==> config.mk <==
export PLATFORM = sky130hd
export DESIGN_NAME = spi_slave_frame_if
export DESIGN_NICKNAME = d
export VERILOG_FILES = /design/src/rtl/spi_slv_pkg.sv /design/src/rtl/spi_slv_shifter.sv /design/src/rtl/spi_slave_frame_if.sv
export SDC_FILE = /design/constraint.sdc
export NUM_CORES = 1
export LEC_CHECK = 0
export CAP_MARGIN = 20
export CORE_MARGIN = 2
export CORE_UTILIZATION = 30
export CTS_CLUSTER_DIAMETER = 200
export DETAILED_ROUTE_END_ITERATION = 10
export DONT_BUFFER_PORTS = 1
export GPL_TIMING_DRIVEN = 0
export PLACE_DENSITY_LB_ADDON = 0.1
export SETUP_SLACK_MARGIN = 0.02
export SLEW_MARGIN = 20
export SYNTH_ARGS = -nofsm -noshare
export SYNTH_HDL_FRONTEND = slang
export SYNTH_SLANG_ARGS = --single-unit
==> constraint.sdc <==
create_clock -name clk -period 1.58 [get_ports clk]
set_input_delay 0.158 -clock clk [delete_from_list [all_inputs] [get_ports clk]]
set_output_delay 0.158 -clock clk [all_outputs]
set_load 0.01 [all_outputs]
==> src/rtl/spi_slv_pkg.sv <==
// Shared types and constants for the SPI slave frame front end.
package spi_slv_pkg;

    localparam int CMD_W = 2;

    localparam logic [CMD_W-1:0] CMD_WR_ADDR = 2'b00;
    localparam logic [CMD_W-1:0] CMD_WR_DATA = 2'b01;
    localparam logic [CMD_W-1:0] CMD_RD_ADDR = 2'b10;
    localparam logic [CMD_W-1:0] CMD_RD_DATA = 2'b11;

    typedef enum logic [2:0] {
        IDLE,
        RECV,
        DONE,
        WAIT_TX,
        SEND
    } spi_slv_state_t;

endpackage

==> src/rtl/spi_slv_shifter.sv <==
// Serial-in/parallel-out frame register and parallel-load/serial-out reply register sharing one
// saturating bit counter; rx_next_o is the frame value including the bit on mosi_i this cycle.
module spi_slv_shifter #(
    parameter int  WORD_W    = 8,
    parameter bit  MSB_FIRST = 1'b1,
    localparam int FRAME_W   = WORD_W + 2,
    localparam int CNT_W     = $clog2(FRAME_W + 1)
) (
    input  logic               clk_i,
    input  logic               rst_i,
    input  logic               clr_i,
    input  logic               rx_shift_i,
    input  logic               mosi_i,
    input  logic               tx_load_i,
    input  logic [WORD_W-1:0]  tx_data_i,
    input  logic               tx_shift_i,
    output logic [FRAME_W-1:0] rx_next_o,
    output logic [CNT_W-1:0]   bit_cnt_o,
    output logic               tx_bit_o
);

    localparam logic [CNT_W-1:0] CNT_SAT = CNT_W'(FRAME_W);

    logic [FRAME_W-1:0] rx_q, rx_d;
    logic [WORD_W-1:0]  tx_q, tx_d, tx_shifted;
    logic [CNT_W-1:0]   cnt_q, cnt_d;

    generate
        if (MSB_FIRST) begin : g_msb
            assign rx_next_o  = {rx_q[FRAME_W-2:0], mosi_i};
            assign tx_shifted = {tx_q[WORD_W-2:0], 1'b0};
            assign tx_bit_o   = tx_q[WORD_W-1];
        end else begin : g_lsb
            assign rx_next_o  = {mosi_i, rx_q[FRAME_W-1:1]};
            assign tx_shifted = {1'b0, tx_q[WORD_W-1:1]};
            assign tx_bit_o   = tx_q[0];
        end
    endgenerate

    assign bit_cnt_o = cnt_q;

    always_comb begin
        rx_d  = rx_q;
        tx_d  = tx_q;
        cnt_d = cnt_q;
        if (clr_i) begin
            rx_d  = '0;
            tx_d  = '0;
            cnt_d = '0;
        end else begin
            if (rx_shift_i) begin
                rx_d = rx_next_o;
            end
            if (tx_load_i) begin
                tx_d  = tx_data_i;
                cnt_d = '0;
            end else begin
                if (tx_shift_i) begin
                    tx_d = tx_shifted;
                end
                // Counter parks at the frame width instead of wrapping.
                if ((rx_shift_i || tx_shift_i) && (cnt_q != CNT_SAT)) begin
                    cnt_d = cnt_q + 1'b1;
                end
            end
        end
    end

    always_ff @(posedge clk_i) begin
        if (rst_i) begin
            rx_q  <= '0;
            tx_q  <= '0;
            cnt_q <= '0;
        end else begin
            rx_q  <= rx_d;
            tx_q  <= tx_d;
            cnt_q <= cnt_d;
        end
    end

endmodule

==> src/rtl/spi_slave_frame_if.sv <==
// SPI slave: frames delivered the cycle after their last bit, read replies serialised one cycle after
// tx_valid; ss_n high aborts. Define SPI_SLV_ABORT_EN to add the frame_abort pulse output.
module spi_slave_frame_if
    import spi_slv_pkg::*;
#(
    parameter int  WORD_W    = 8,
    parameter bit  MSB_FIRST = 1'b1,
    localparam int FRAME_W   = WORD_W + 2
) (
    input  logic               clk,
    input  logic               rst,
    input  logic               ss_n,
    input  logic               MOSI,
    input  logic               tx_valid,
    input  logic [WORD_W-1:0]  tx_data,
    output logic [FRAME_W-1:0] rx_data,
    output logic               rx_valid,
    output logic               tx_ready,
    output logic               MISO
`ifdef SPI_SLV_ABORT_EN
    ,
    output logic               frame_abort
`endif
);

    localparam int               CNT_W   = $clog2(FRAME_W + 1);
    localparam logic [CNT_W-1:0] LAST_RX = CNT_W'(FRAME_W - 1);
    localparam logic [CNT_W-1:0] LAST_TX = CNT_W'(WORD_W - 1);

    spi_slv_state_t     state_q, state_d;
    logic               rd_seen_q, rd_seen_d;
    logic [FRAME_W-1:0] rx_data_q, rx_data_d;
    logic               rx_valid_q, rx_valid_d;

    logic               clr, rx_shift, tx_load, tx_shift, tx_bit;
    logic [FRAME_W-1:0] rx_next;
    logic [CNT_W-1:0]   bit_cnt;
    logic [CMD_W-1:0]   cmd;

`ifdef SPI_SLV_ABORT_EN
    logic abort_pend_q, abort_pend_d, frame_abort_q;
`endif

    spi_slv_shifter #(
        .WORD_W   (WORD_W),
        .MSB_FIRST(MSB_FIRST)
    ) u_shifter (
        .clk_i     (clk),
        .rst_i     (rst),
        .clr_i     (clr),
        .rx_shift_i(rx_shift),
        .mosi_i    (MOSI),
        .tx_load_i (tx_load),
        .tx_data_i (tx_data),
        .tx_shift_i(tx_shift),
        .rx_next_o (rx_next),
        .bit_cnt_o (bit_cnt),
        .tx_bit_o  (tx_bit)
    );

    assign cmd = rx_next[FRAME_W-1 -: CMD_W];

    always_comb begin
        state_d    = state_q;
        rd_seen_d  = rd_seen_q;
        rx_data_d  = rx_data_q;
        rx_valid_d = 1'b0;
        clr        = ss_n;
        rx_shift   = 1'b0;
        tx_load    = 1'b0;
        tx_shift   = 1'b0;
`ifdef SPI_SLV_ABORT_EN
        abort_pend_d = 1'b0;
`endif
        if (ss_n) begin
            // ss_n wins over any bit due this cycle, including the last frame bit.
            state_d = IDLE;
            if (state_q == SEND) begin
                rd_seen_d = 1'b0;
            end
`ifdef SPI_SLV_ABORT_EN
            if (state_q inside {RECV, WAIT_TX, SEND}) begin
                abort_pend_d = 1'b1;
            end
`endif
        end else begin
            unique case (state_q)
                IDLE: begin
                    rx_shift = 1'b1;
                    state_d  = RECV;
                end
                RECV: begin
                    rx_shift = 1'b1;
                    if (bit_cnt == LAST_RX) begin
                        rx_data_d  = rx_next;
                        rx_valid_d = 1'b1;
                        state_d    = DONE;
                        case (cmd)
                            CMD_RD_ADDR: rd_seen_d = 1'b1;
                            CMD_RD_DATA: begin
                                if (rd_seen_q) begin
                                    state_d = WAIT_TX;
                                end
`ifdef SPI_SLV_ABORT_EN
                                else begin
                                    abort_pend_d = 1'b1;
                                end
`endif
                            end
                            default: ;
                        endcase
                    end
                end
                DONE: ;
                WAIT_TX: begin
                    if (tx_valid) begin
                        tx_load = 1'b1;
                        state_d = SEND;
                    end
                end
                SEND: begin
                    if (bit_cnt == LAST_TX) begin
                        state_d   = DONE;
                        rd_seen_d = 1'b0;
                    end else begin
                        tx_shift = 1'b1;
                    end
                end
                default: state_d = IDLE;
            endcase
        end
    end

    always_ff @(posedge clk) begin
        if (rst) begin
            state_q    <= IDLE;
            rd_seen_q  <= 1'b0;
            rx_data_q  <= '0;
            rx_valid_q <= 1'b0;
        end else begin
            state_q    <= state_d;
            rd_seen_q  <= rd_seen_d;
            rx_data_q  <= rx_data_d;
            rx_valid_q <= rx_valid_d;
        end
    end

`ifdef SPI_SLV_ABORT_EN
    // Two-stage so the pulse lands one cycle after IDLE is entered.
    always_ff @(posedge clk) begin
        if (rst) begin
            abort_pend_q  <= 1'b0;
            frame_abort_q <= 1'b0;
        end else begin
            abort_pend_q  <= abort_pend_d;
            frame_abort_q <= abort_pend_q;
        end
    end

    assign frame_abort = frame_abort_q;
`endif

    assign rx_data  = rx_data_q;
    assign rx_valid = rx_valid_q;
    assign tx_ready = (state_q == WAIT_TX);
    assign MISO     = (state_q == SEND) && tx_bit;

endmodule

==> metrics.md <==
| Metric | Value |
|---|---|
| Syn_area_per_cell | `about 8.6 sq um` |
| Count of different cell masters after synthesis | `32` |
| Total power | `1590 uW` |
| PwrDens | `838 nW/um^2` |
| Slew Limit Fails | `0` |
| Antenna violations before repair | `0` |
| Total Routing Usage GR | `14.2%` |
| Nets | `210` |
| CP cell instances | `inv_2 > ha_4 > nand4b_1 > or3_4 > or3b_4 > a21oi_2` |
| Count of final setup violators | `14` |
| Antenna cells | `0` |
| Buf/Inv on CP | `1` |
| DR WL/cell | `14.0 microns` |
| WS Path Type | `flip-flop to flip-flop` |
| Lkg Pwr | `~0.00072 uW` |
| Failing checks | `hold timing, setup timing` |
| Compound-Gate Fraction of Synth Area | `14.7%` |
| RePlAce Congestion | `0.738` |
| Root Driver | `clkbuf_8` |
| Row count | `25` |
| Core footprint | `a little under 5000 sq um` |
| Gate Count Post-Synth | `176` |
| Multiplexer share of the synthesized area | `6.58%` |
| DIE AREA | `5650 sq um` |
| Synth warn | `0` |
| Least-Margin Pin Slew | `0.634 ns` |
| RSZ-0062 raised after global routing | `true` |
| Most common cell after layout, fill and taps aside | `dfxtp_1` |
| Largest family of logic cells by synthesized area | `simple AND/OR/NAND/NOR gates` |
| Outcome | `finished with violations` |
| Via count | `about 1300` |
| Buffers on Ports | `0` |
| CTS Sinks | `36` |
| DR DRC count | `0` |
| CP max stage cell | `or3_4` |
| Clk_skew | `0.00276 ns` |
| Final ANT Viol Nets | `0` |
| Total CTS buffers | `5` |
| Hold WS | `-0.0716 ns` |
| Relative slew slack | `between 50% and 60%` |
| Die Wd | `between 70 and 80 microns` |
| Slowest stage delay, CP | `0.42 ns` |
| Die H | `75.2 microns` |
| Vias in the first global route | `1202` |
| GRT Residual Overflow | `0` |
| Drt via density | `5.04` |
| Largest net degree at the start of global routing | `11` |
| PnR worst setup slack | `-0.0584 ns` |
| First-pass GRT wire length | `6.00 mm` |
| Final Critical Period | `around 1.6 ns` |
| HPWL Detailed | `2.41 mm` |
| Final hold violations | `2` |
| Max Fclk | `0.610 GHz` |
| Maximum vdd drop | `around 370 uV` |
| Area growth, synth to finish | `24.9%` |
| Maximum root-to-sink buffer count | `2` |
| WP data arrival | `around 1.9 ns` |
| Crit path capture type | `flip-flop` |
| First-pass DRT Iterations | `4` |
| Later-pin clock latency in the skew report | `0.28 ns` |
| Worst EP required | `1.80 ns` |
| Most frequent cells in the layout | `31 x dfxtp_1, 21 x nand2_1, 20 x a21oi_1` |
| CTS Hold Bufs | `1` |
| Family with the most delay on the worst path | `simple AND/OR/NAND/NOR gates` |
| Max_cap viols | `0` |
| Fill cells | `494` |
| Total Routed Length | `3.64 mm` |
| Post-Synth XOR/XNOR Area | `1.15%` |
| Fin crit share | `104%` |
| CTS tree | `built` |
| Net Count, Synth | `approximately 190` |
| CP Max Fanout | `3` |
| I/O pin count | `26` |
| Synth Area in Simple Gates | `between 20% and 30%` |
| Clock-pin slew on the worst setup and hold paths | `0.07 ns` |
| Post-Synth Adder-Cell Area | `2.47%` |
| DRT iter0 DRCs | `53` |
| H-Tree Depth | `2` |
| Seq/Total Area, Yosys | `47.4%` |
| Worst Hold Class | `primary input to flip-flop` |
| Initial Utilization | `31.6%` |
| Startpoint Class | `flip-flop` |
| Synthesized area | `between 1500 and 2000 sq um` |
| Final core utilization | `between 30% and 40%` |
| Share of cells above drive strength 1 | `27.8%` |
| Synth Register Bits | `36` |
-- cell type report --
type,count,area [sq um],share of cell area (%)
clock inverters,1,5.00,0.264
repair buffers,15,119,6.26
plain buffers,7,43.8,2.31
multi-input cells,124,823,43.4
well taps,67,83.8,4.42
flip-flops and latches,36,732,38.6
inverters,5,18.8,0.989
clock buffers,6,72.6,3.82
-- worst reg2reg max path: stages, from the launching register on --
cell      delay, ns
dfxtp_2        0.33
inv_2          0.07
ha_4           0.13
nand4b_1       0.15
or3_4          0.42
or3b_4         0.38
a21oi_2        0.11
-- flip-flops by register name (all words and copies together), names as in the netlist --
signal,cells
u_shifter.tx_q,8
u_shifter.bit_cnt_o,4
state_q,3
rx_data,10
rx_valid,1
rd_seen_q,1
u_shifter.rx_q,9
-- Yosys cell counts, drive strengths merged --
library cell	n	area, sq um
and3b	1	8.76
a21oi	22	110
a21o	1	7.51
nand3	10	50.1
mux2i	10	100
or3	3	18.8
nor2	20	75.1
dfxtp	36	721
inv	5	18.8
xnor2	1	8.76
nand4	1	6.26
or3b	2	17.5
xor2	1	8.76
nand2b	1	6.26
a22oi	7	52.6
a31oi	2	12.5
nor3	2	15.0
or2	3	18.8
ha	3	37.5
nand2	21	78.8
and2	1	6.26
o21ai	5	25.0
nand4b	3	26.3
buf	5	36.3
nand3b	2	15.0
o22a	1	8.76
clkbuf	6	22.5
a211oi	1	7.51
-- where the power goes --
| part | leakage (uW) | internal, uW | switching [uW] |
|---|---|---|---|
| sequential | 0.000293 | 910 | 6.98 |
| combinational | 0.000381 | 20.1 | 33.4 |
| clock | 0.0000410 | 300 | 321 |
| total | 0.000716 | 1230 | 361 |
-- final timing paths --
path                                       startpoint                        endpoint  slack (ns)  depth (start not counted)
setup / recovery  u_shifter.bit_cnt_o[1]$_SDFFE_PP0P_          rd_seen_q$_SDFFE_PP0P_       -0.06                          6
setup reg to reg  u_shifter.bit_cnt_o[1]$_SDFFE_PP0P_          rd_seen_q$_SDFFE_PP0P_       -0.06                          6
hold / removal                                    rst          rd_seen_q$_SDFFE_PP0P_       -0.07                          1
hold reg to reg        u_shifter.rx_q[0]$_SDFFE_PP0P_  u_shifter.rx_q[1]$_SDFFE_PP0P_        0.47                          2
-- layer usage --
layer,track usage (%),wire length [microns]
met1,19.0,1720
met2,20.9,1630
met5,0,0
met4,5.85,59
met3,4.82,236
-- timing repair --
action                                  in CTS  in global routing
resized for setup                           17                 19
hold endpoints to repair                     3                  2
setup buffers                                9                  5
pin swaps                                    5                  9
endpoints found under the setup margin      20                 29
-- cells by family (layout without fill, tap and decap cells) --
logic type	after synthesis	in the layout
buffers and inverters	16	34
XOR/XNOR	2	2
AND/OR/NAND/NOR	70	70
flip-flops	36	36
multiplexers	10	10
AO/OA/AOI/OAI	39	39
adder cells (fa/ha/maj)	3	3
-- through the flow --
stage | setup WS [ns] | setup TNS (ns) | std cells | area (sq um)
final | -0.0584 | -0.228 | 261 | 1900
after global routing | -0.145 | -1.56 | 261 | 1900
after CTS | -0.0566 | -0.0723 | 256 | 1790
after detailed placement | -0.273 | -5.22 | 243 | 1610
after global placement | -0.230 | -4.73 | 243 | 1610
after floorplan | -0.129 | -1.41 | 176 | 1530
No activity file was read; power rests on OpenSTA's default activity.
